**src/rtl/soc_interconnect.sv**
```systemverilog
// soc_interconnect: round-robin multi-host to multi-device interconnect with base/mask decode and a registered 1-cycle response.
// Optional macro SOC_IC_ERR_RESP_EN: unmapped accesses return an error instead of being routed to device 0.
module soc_interconnect #(
  parameter int NR_HOSTS   = 2,
  parameter int NR_DEVICES = 3,
  parameter int DATA_WIDTH = 32,
  parameter int ADDR_WIDTH = 32
) (
  input  logic                             clk_i,
  input  logic                             rst_i,
  input  logic [NR_HOSTS-1:0]              host_req_i,
  output logic [NR_HOSTS-1:0]              host_gnt_o,
  input  logic [NR_HOSTS*ADDR_WIDTH-1:0]   host_addr_i,
  input  logic [NR_HOSTS-1:0]              host_we_i,
  input  logic [NR_HOSTS*DATA_WIDTH-1:0]   host_wdata_i,
  output logic [NR_HOSTS-1:0]              host_rvalid_o,
  output logic [NR_HOSTS*DATA_WIDTH-1:0]   host_rdata_o,
  output logic [NR_HOSTS-1:0]              host_err_o,
  output logic [NR_DEVICES-1:0]            device_req_o,
  output logic [ADDR_WIDTH-1:0]            device_addr_o,
  output logic                             device_we_o,
  output logic [DATA_WIDTH-1:0]            device_wdata_o,
  input  logic [NR_DEVICES*DATA_WIDTH-1:0] device_rdata_i,
  input  logic [NR_DEVICES*ADDR_WIDTH-1:0] cfg_device_addr_base_i,
  input  logic [NR_DEVICES*ADDR_WIDTH-1:0] cfg_device_addr_mask_i
);

  localparam int HOST_W = (NR_HOSTS > 1) ? $clog2(NR_HOSTS) : 1;
  localparam int DEV_W  = (NR_DEVICES > 1) ? $clog2(NR_DEVICES) : 1;
  localparam logic [HOST_W-1:0] LAST_HOST = HOST_W'(NR_HOSTS - 1);

  logic [HOST_W-1:0]     rr_ptr_q, rr_ptr_d;
  logic                  rsp_valid_q, rsp_valid_d;
  logic [HOST_W-1:0]     rsp_host_q, rsp_host_d;
  logic [DEV_W-1:0]      rsp_dev_q, rsp_dev_d;
  logic                  rsp_err_q, rsp_err_d;
  logic                  rsp_we_q, rsp_we_d;

  logic                  gnt_valid;
  logic [HOST_W-1:0]     gnt_idx;
  logic [HOST_W-1:0]     cand;
  int                    cand_sum;
  logic [ADDR_WIDTH-1:0] gnt_addr;
  logic                  gnt_we;
  logic [DATA_WIDTH-1:0] gnt_wdata;
  logic                  dev_hit;
  logic [DEV_W-1:0]      dev_idx;
  logic                  route_hit;
  logic [DEV_W-1:0]      route_idx;
  logic                  route_err;
  logic [DATA_WIDTH-1:0] rsp_rdata;

  // Scan hosts starting at rr_ptr and wrapping; the first requester wins.
  always_comb begin
    gnt_valid = 1'b0;
    gnt_idx   = '0;
    cand_sum  = 0;
    cand      = '0;
    for (int i = 0; i < NR_HOSTS; i++) begin
      cand_sum = int'(rr_ptr_q) + i;
      if (cand_sum >= NR_HOSTS) cand_sum = cand_sum - NR_HOSTS;
      cand = HOST_W'(cand_sum);
      if (!gnt_valid && host_req_i[cand]) begin
        gnt_valid = 1'b1;
        gnt_idx   = cand;
      end
    end
    if (rst_i) gnt_valid = 1'b0;
  end

  always_comb begin
    host_gnt_o = '0;
    gnt_addr   = '0;
    gnt_we     = 1'b0;
    gnt_wdata  = '0;
    if (gnt_valid) begin
      host_gnt_o[gnt_idx] = 1'b1;
      gnt_addr  = host_addr_i[int'(gnt_idx)*ADDR_WIDTH +: ADDR_WIDTH];
      gnt_we    = host_we_i[gnt_idx];
      gnt_wdata = host_wdata_i[int'(gnt_idx)*DATA_WIDTH +: DATA_WIDTH];
    end
  end

  // Walk devices from the top down so the lowest matching index is the one left standing.
  always_comb begin
    dev_hit = 1'b0;
    dev_idx = '0;
    for (int d = NR_DEVICES - 1; d >= 0; d--) begin
      if ((gnt_addr & cfg_device_addr_mask_i[d*ADDR_WIDTH +: ADDR_WIDTH]) ==
          cfg_device_addr_base_i[d*ADDR_WIDTH +: ADDR_WIDTH]) begin
        dev_hit = 1'b1;
        dev_idx = DEV_W'(d);
      end
    end
  end

`ifdef SOC_IC_ERR_RESP_EN
  assign route_hit = dev_hit;
  assign route_idx = dev_idx;
  assign route_err = !dev_hit;
`else
  assign route_hit = 1'b1;
  assign route_idx = dev_hit ? dev_idx : '0;
  assign route_err = 1'b0;
`endif

  always_comb begin
    device_req_o = '0;
    if (gnt_valid && route_hit) device_req_o[route_idx] = 1'b1;
  end

  assign device_addr_o  = gnt_addr;
  assign device_we_o    = gnt_we;
  assign device_wdata_o = gnt_wdata;

  always_comb begin
    rr_ptr_d = rr_ptr_q;
    if (gnt_valid) rr_ptr_d = (gnt_idx == LAST_HOST) ? '0 : gnt_idx + HOST_W'(1);
    rsp_valid_d = gnt_valid;
    rsp_host_d  = gnt_idx;
    rsp_dev_d   = route_idx;
    rsp_err_d   = gnt_valid & route_err;
    rsp_we_d    = gnt_valid & gnt_we;
  end

  always_ff @(posedge clk_i) begin
    if (rst_i) begin
      rr_ptr_q    <= '0;
      rsp_valid_q <= 1'b0;
      rsp_host_q  <= '0;
      rsp_dev_q   <= '0;
      rsp_err_q   <= 1'b0;
      rsp_we_q    <= 1'b0;
    end else begin
      rr_ptr_q    <= rr_ptr_d;
      rsp_valid_q <= rsp_valid_d;
      rsp_host_q  <= rsp_host_d;
      rsp_dev_q   <= rsp_dev_d;
      rsp_err_q   <= rsp_err_d;
      rsp_we_q    <= rsp_we_d;
    end
  end

  // Device read data arrives the cycle after the strobe, so it is muxed straight from the input.
  always_comb begin
    host_rvalid_o = '0;
    host_err_o    = '0;
    host_rdata_o  = '0;
    rsp_rdata     = device_rdata_i[int'(rsp_dev_q)*DATA_WIDTH +: DATA_WIDTH];
    if (rsp_valid_q && !rst_i) begin
      host_rvalid_o[rsp_host_q] = 1'b1;
      host_err_o[rsp_host_q]    = rsp_err_q;
      if (!rsp_we_q && !rsp_err_q)
        host_rdata_o[int'(rsp_host_q)*DATA_WIDTH +: DATA_WIDTH] = rsp_rdata;
    end
  end

endmodule

```
**config.mk**
```make
export PLATFORM = sky130hd
export DESIGN_NAME = soc_interconnect
export DESIGN_NICKNAME = d
export VERILOG_FILES = /design/src/rtl/soc_interconnect.sv
export SDC_FILE = /design/constraint.sdc
export NUM_CORES = 1
export LEC_CHECK = 0
export CORE_AREA = 3 3 215 217
export DETAILED_ROUTE_END_ITERATION = 6
export DIE_AREA = 0 0 218 220
export DONT_BUFFER_PORTS = 1
export GPL_TIMING_DRIVEN = 0
export SYNTH_ARGS = -nofsm -noshare
export SYNTH_HDL_FRONTEND = slang
export SYNTH_SLANG_ARGS = --single-unit
```
**constraint.sdc**
```tcl
create_clock -name clk_i -period 3.25 [get_ports clk_i]
set_input_delay 0.4875 -clock clk_i [delete_from_list [all_inputs] [get_ports clk_i]]
set_output_delay 0.4875 -clock clk_i [all_outputs]
set_load 0.01 [all_outputs]
```
==> out/qor.json <==
{
  "cell_area_after_synthesis": {"value": 0.00477, "unit": "mm2"},
  "timing.critical_path.fanout_max": {"value": 5},
  "setup-tns-final": {"value": -548, "unit": "ps"},
  "end_kind": {"value": "output port"},
  "chip_height": {"value": 220, "unit": "um"},
  "critical-path-slowest-cell": {"value": "and4_4"},
  "drt.antenna.violating_nets": {"value": 0},
  "mostFrequentLayoutCell": {"value": "nor2_1"},
  "setup_slack": {"value": -266, "unit": "ps"},
  "grt_use_met1": {"value": 0.184},
  "via_count": {"value": 6780},
  "setup.worst_path.start_class": {"value": "input pin"},
  "ys_types": {"value": 46},
  "fmaxAchievable": {"value": 284, "unit": "MHz"},
  "vdd_ir_drop_max": {"value": 0.0000918, "unit": "V"},
  "worst-path-buf-inv": {"value": 3},
  "cts-root-buf": {"value": "clkbuf_16"},
  "wl_per_cell": {"value": 35.2, "unit": "um"},
  "cts_hold_buffers": {"value": 0},
  "antenna_found_initial": {"value": 5},
  "number_of_flops_mapped_to_enable_cells_by_yosys": {"value": 0},
  "max_stage_delay": {"value": 320, "unit": "ps"},
  "synth-compound-area-share": {"value": 0.418},
  "drv_slew": {"value": 0},
  "timing.clock.skew": {"value": 1.15, "unit": "ps"},
  "timing_worst_slew_pin_value": {"value": 817, "unit": "ps"},
  "layout_common_cells": {"value": "109 x nor2_1, 46 x and3_1, 39 x a21oi_1"},
  "place.detailed.instances": {"value": 1286},
  "post_synth_xor_area_fraction": {"value": 0.0441},
  "setup_viol": {"value": 3},
  "routed_via_density": {"value": 5.12},
  "yosys.area_share.adder": {"value": 0},
  "combinational_family_with_the_most_area_after_synthesis": {"value": "compound AO/OA/AOI/OAI gates"},
  "die_area": {"value": 0.0480, "unit": "mm2"},
  "syn-instance-count": {"value": 693},
  "synth.yosys.warnings": {"value": 0},
  "post-route-min-period": {"value": 3520, "unit": "ps"},
  "clk_latency": {"value": 230, "unit": "ps"},
  "setup.worst_path.class": {"value": "in -> out"},
  "globalRouteMet2Util": {"value": 0.335},
  "final-instance-count-excl-fill": {"value": 1323},
  "dpl-instance-area": {"value": 0.00552, "unit": "mm2"},
  "outcome": {"value": "finished, violations left"},
  "grt_max_degree": {"value": 11},
  "timing.critical_path.cells": {"value": "buf_16 -> a21boi_4 -> buf_12 -> bufbuf_16 -> and3_1 -> o21ai_2 -> xor2_2 -> o2111ai_2 -> nor4_4 -> and4_4 -> and2_4"},
  "area_growth_syn_to_layout": {"value": 43.0, "unit": "%"},
  "synthFlopType": {"value": "dfxtp_1"},
  "worst-endpoint-required": {"value": 2760, "unit": "ps"},
  "nFillCells": {"value": 5044},
  "synth_simple_gate_area_frac": {"value": 0.353},
  "hold-worst-slack": {"value": 511, "unit": "ps"},
  "drive_above_1_share": {"value": 0.230},
  "setup_repair_after_global_routing_missed_its_margin": {"value": "yes"},
  "post_synth_mux_area_share": {"value": 0.0671},
  "maximum_clock_path_buffer_count": {"value": 2},
  "power.total": {"value": 1.15, "unit": "mW"},
  "grt_first_pass_wirelength": {"value": 58500, "unit": "um"},
  "initial_core_util": {"value": 0.108},
  "timing.critical_path.arrival": {"value": 3030, "unit": "ps"},
  "groute.usage.overall": {"value": 0.178},
  "grt_overflow_total": {"value": 0},
  "grt_use_met3": {"value": 0.0665},
  "io-pin-count": {"value": 560},
  "power_per_cell_area": {"value": 169, "unit": "mW/mm2"},
  "crit_family": {"value": "simple AND/OR/NAND/NOR gates"},
  "async_flop_share": {"value": 0},
  "postSynthRegisterBits": {"value": 6},
  "post-place-ws": {"value": -1950, "unit": "ps"},
  "hp-class": {"value": "reg -> reg"},
  "hpwl_reported_at_the_end_of_detailed_placement": {"value": 40300, "unit": "um"},
  "htree_levels": {"value": 1},
  "drv_cap": {"value": 0},
  "cts.reportedPaths.clkPinSlew": {"value": 30, "unit": "ps"},
  "finalWirelength": {"value": 46600, "unit": "um"},
  "drt_pre_antenna_iters": {"value": 5},
  "synthesis.area_per_instance": {"value": 6.88, "unit": "um2"},
  "violated_checks": {"value": "setup timing"},
  "tritoncts_clock_tree": {"value": "built"},
  "min_period_over_period": {"value": 1.08},
  "hold_viol_final": {"value": 0},
  "remaining_drc_errors": {"value": 0},
  "slew-limit-headroom": {"value": 0.455},
  "cts_sinks": {"value": 6},
  "final_core_utilization": {"value": 0.154},
  "core_region_area": {"value": 0.0443, "unit": "mm2"},
  "gpl.final_weighted_congestion": {"value": 0.828},
  "grt_pass1_vias": {"value": 6762},
  "final_area": {"value": 0.00682, "unit": "mm2"},
  "gr-max-usage-layer": {"value": "met2"},
  "cts_inserted_buffers": {"value": 3},
  "io_buffer_count": {"value": 0},
  "p_leak": {"value": 2.61, "unit": "nW"},
  "chipWidth": {"value": 218, "unit": "um"},
  "r2r_setup_slack": {"value": 510, "unit": "ps"},
  "core.rowCount": {"value": 77},
  "synth.yosys.seq_area_share": {"value": 0.0252},
  "nNetsFinal": {"value": 1150},
  "drt_first_iter_violations": {"value": 404}
}
-- power by group --
group	switching [mW]	total (mW)	internal (mW)
sequential	0.00213	0.0794	0.0772
clock	0.0414	0.199	0.158
combinational	0.542	0.875	0.334
total	0.585	1.15	0.569
-- per-layer routing --
| metal | up-vias | wire length (um) |
|---|---|---|
| met5 | - | 0 |
| met4 | 0 | 1700 |
| met3 | 96 | 5160 |
| met2 | 606 | 23600 |
| met1 | 3273 | 16200 |
| li1 | 2805 | - |
-- Yosys cell counts (4+ instances only) --
library cell	count	area share
o211a_1	32	0.067
nor4_1	16	0.021
buf_2	8	0.0084
a31oi_1	6	0.0079
a32oi_1	19	0.035
mux2i_1	32	0.067
a221oi_1	32	0.059
nor3b_1	21	0.033
nor2_1	126	0.099
o2111ai_1	8	0.015
clkbuf_1	36	0.028
a32oi_2	8	0.027
a21oi_1	41	0.043
and4_1	11	0.020
inv_1	27	0.021
buf_4	6	0.0094
buf_6	8	0.019
o22a_1	16	0.029
a22o_1	34	0.062
o31ai_1	26	0.041
nand4_1	4	0.0052
nand4b_1	10	0.018
dfxtp_1	6	0.025
and3_1	47	0.062
buf_1	6	0.0047
xnor2_1	21	0.039
or4_1	16	0.025
and2_1	37	0.049
-- what timing repair did --
item | CTS | global route
setup endpoints to repair | 63 | 20
gates cloned | 2 | 0
pin swaps | 21 | 9
buffers inserted | 23 | 5
resized for setup | 147 | 32
-- area by class of cell --
cell class                      instances  area [um2]  area share
Multi-Input combinational cell        596        4960       0.727
Tap cell                              592         741       0.109
Buffer                                 63         484      0.0710
Timing Repair Buffer                   30         319      0.0468
Sequential cell                         6         124      0.0182
Inverter                               28         105      0.0154
Clock buffer                            3        75.1      0.0110
Antenna cell                            5        12.5     0.00183
-- state kept, by name, summed over array words and instances (netlist names) --
name         flops
rsp_valid_q      1
rsp_host_q       1
rsp_we_q         1
rsp_dev_q        2
rr_ptr_q         1
-- path summary, 6_finish.rpt --
check	start	endpoint	cells after the start
worst min register to register	rr_ptr_q	rr_ptr_q	2
worst max-delay path	host_req_i[1]	device_req_o[2]	11
worst min-delay path	rr_ptr_q	rr_ptr_q	2
worst max register to register	rr_ptr_q	rsp_dev_q[1]	10
-- worst min-delay path: cells and delay by family (launching register included) --
kind / cells / cell delay (ps)
compound gates: 1 / 60
flops: 1 / 350
simple gates: 1 / 60
-- kinds of logic (layout without fill, tap and decap cells) --
logic type | after synthesis | in the layout
DFF | 6 | 6
xor gates and xnor gates | 24 | 24
AOI/OAI and AO/OA | 236 | 236
and+or+nand+nor | 302 | 302
buffers and inverters | 92 | 124
muxes | 32 | 32
other | 1 | 7
Note: power is estimated with default switching activity, not from simulation.
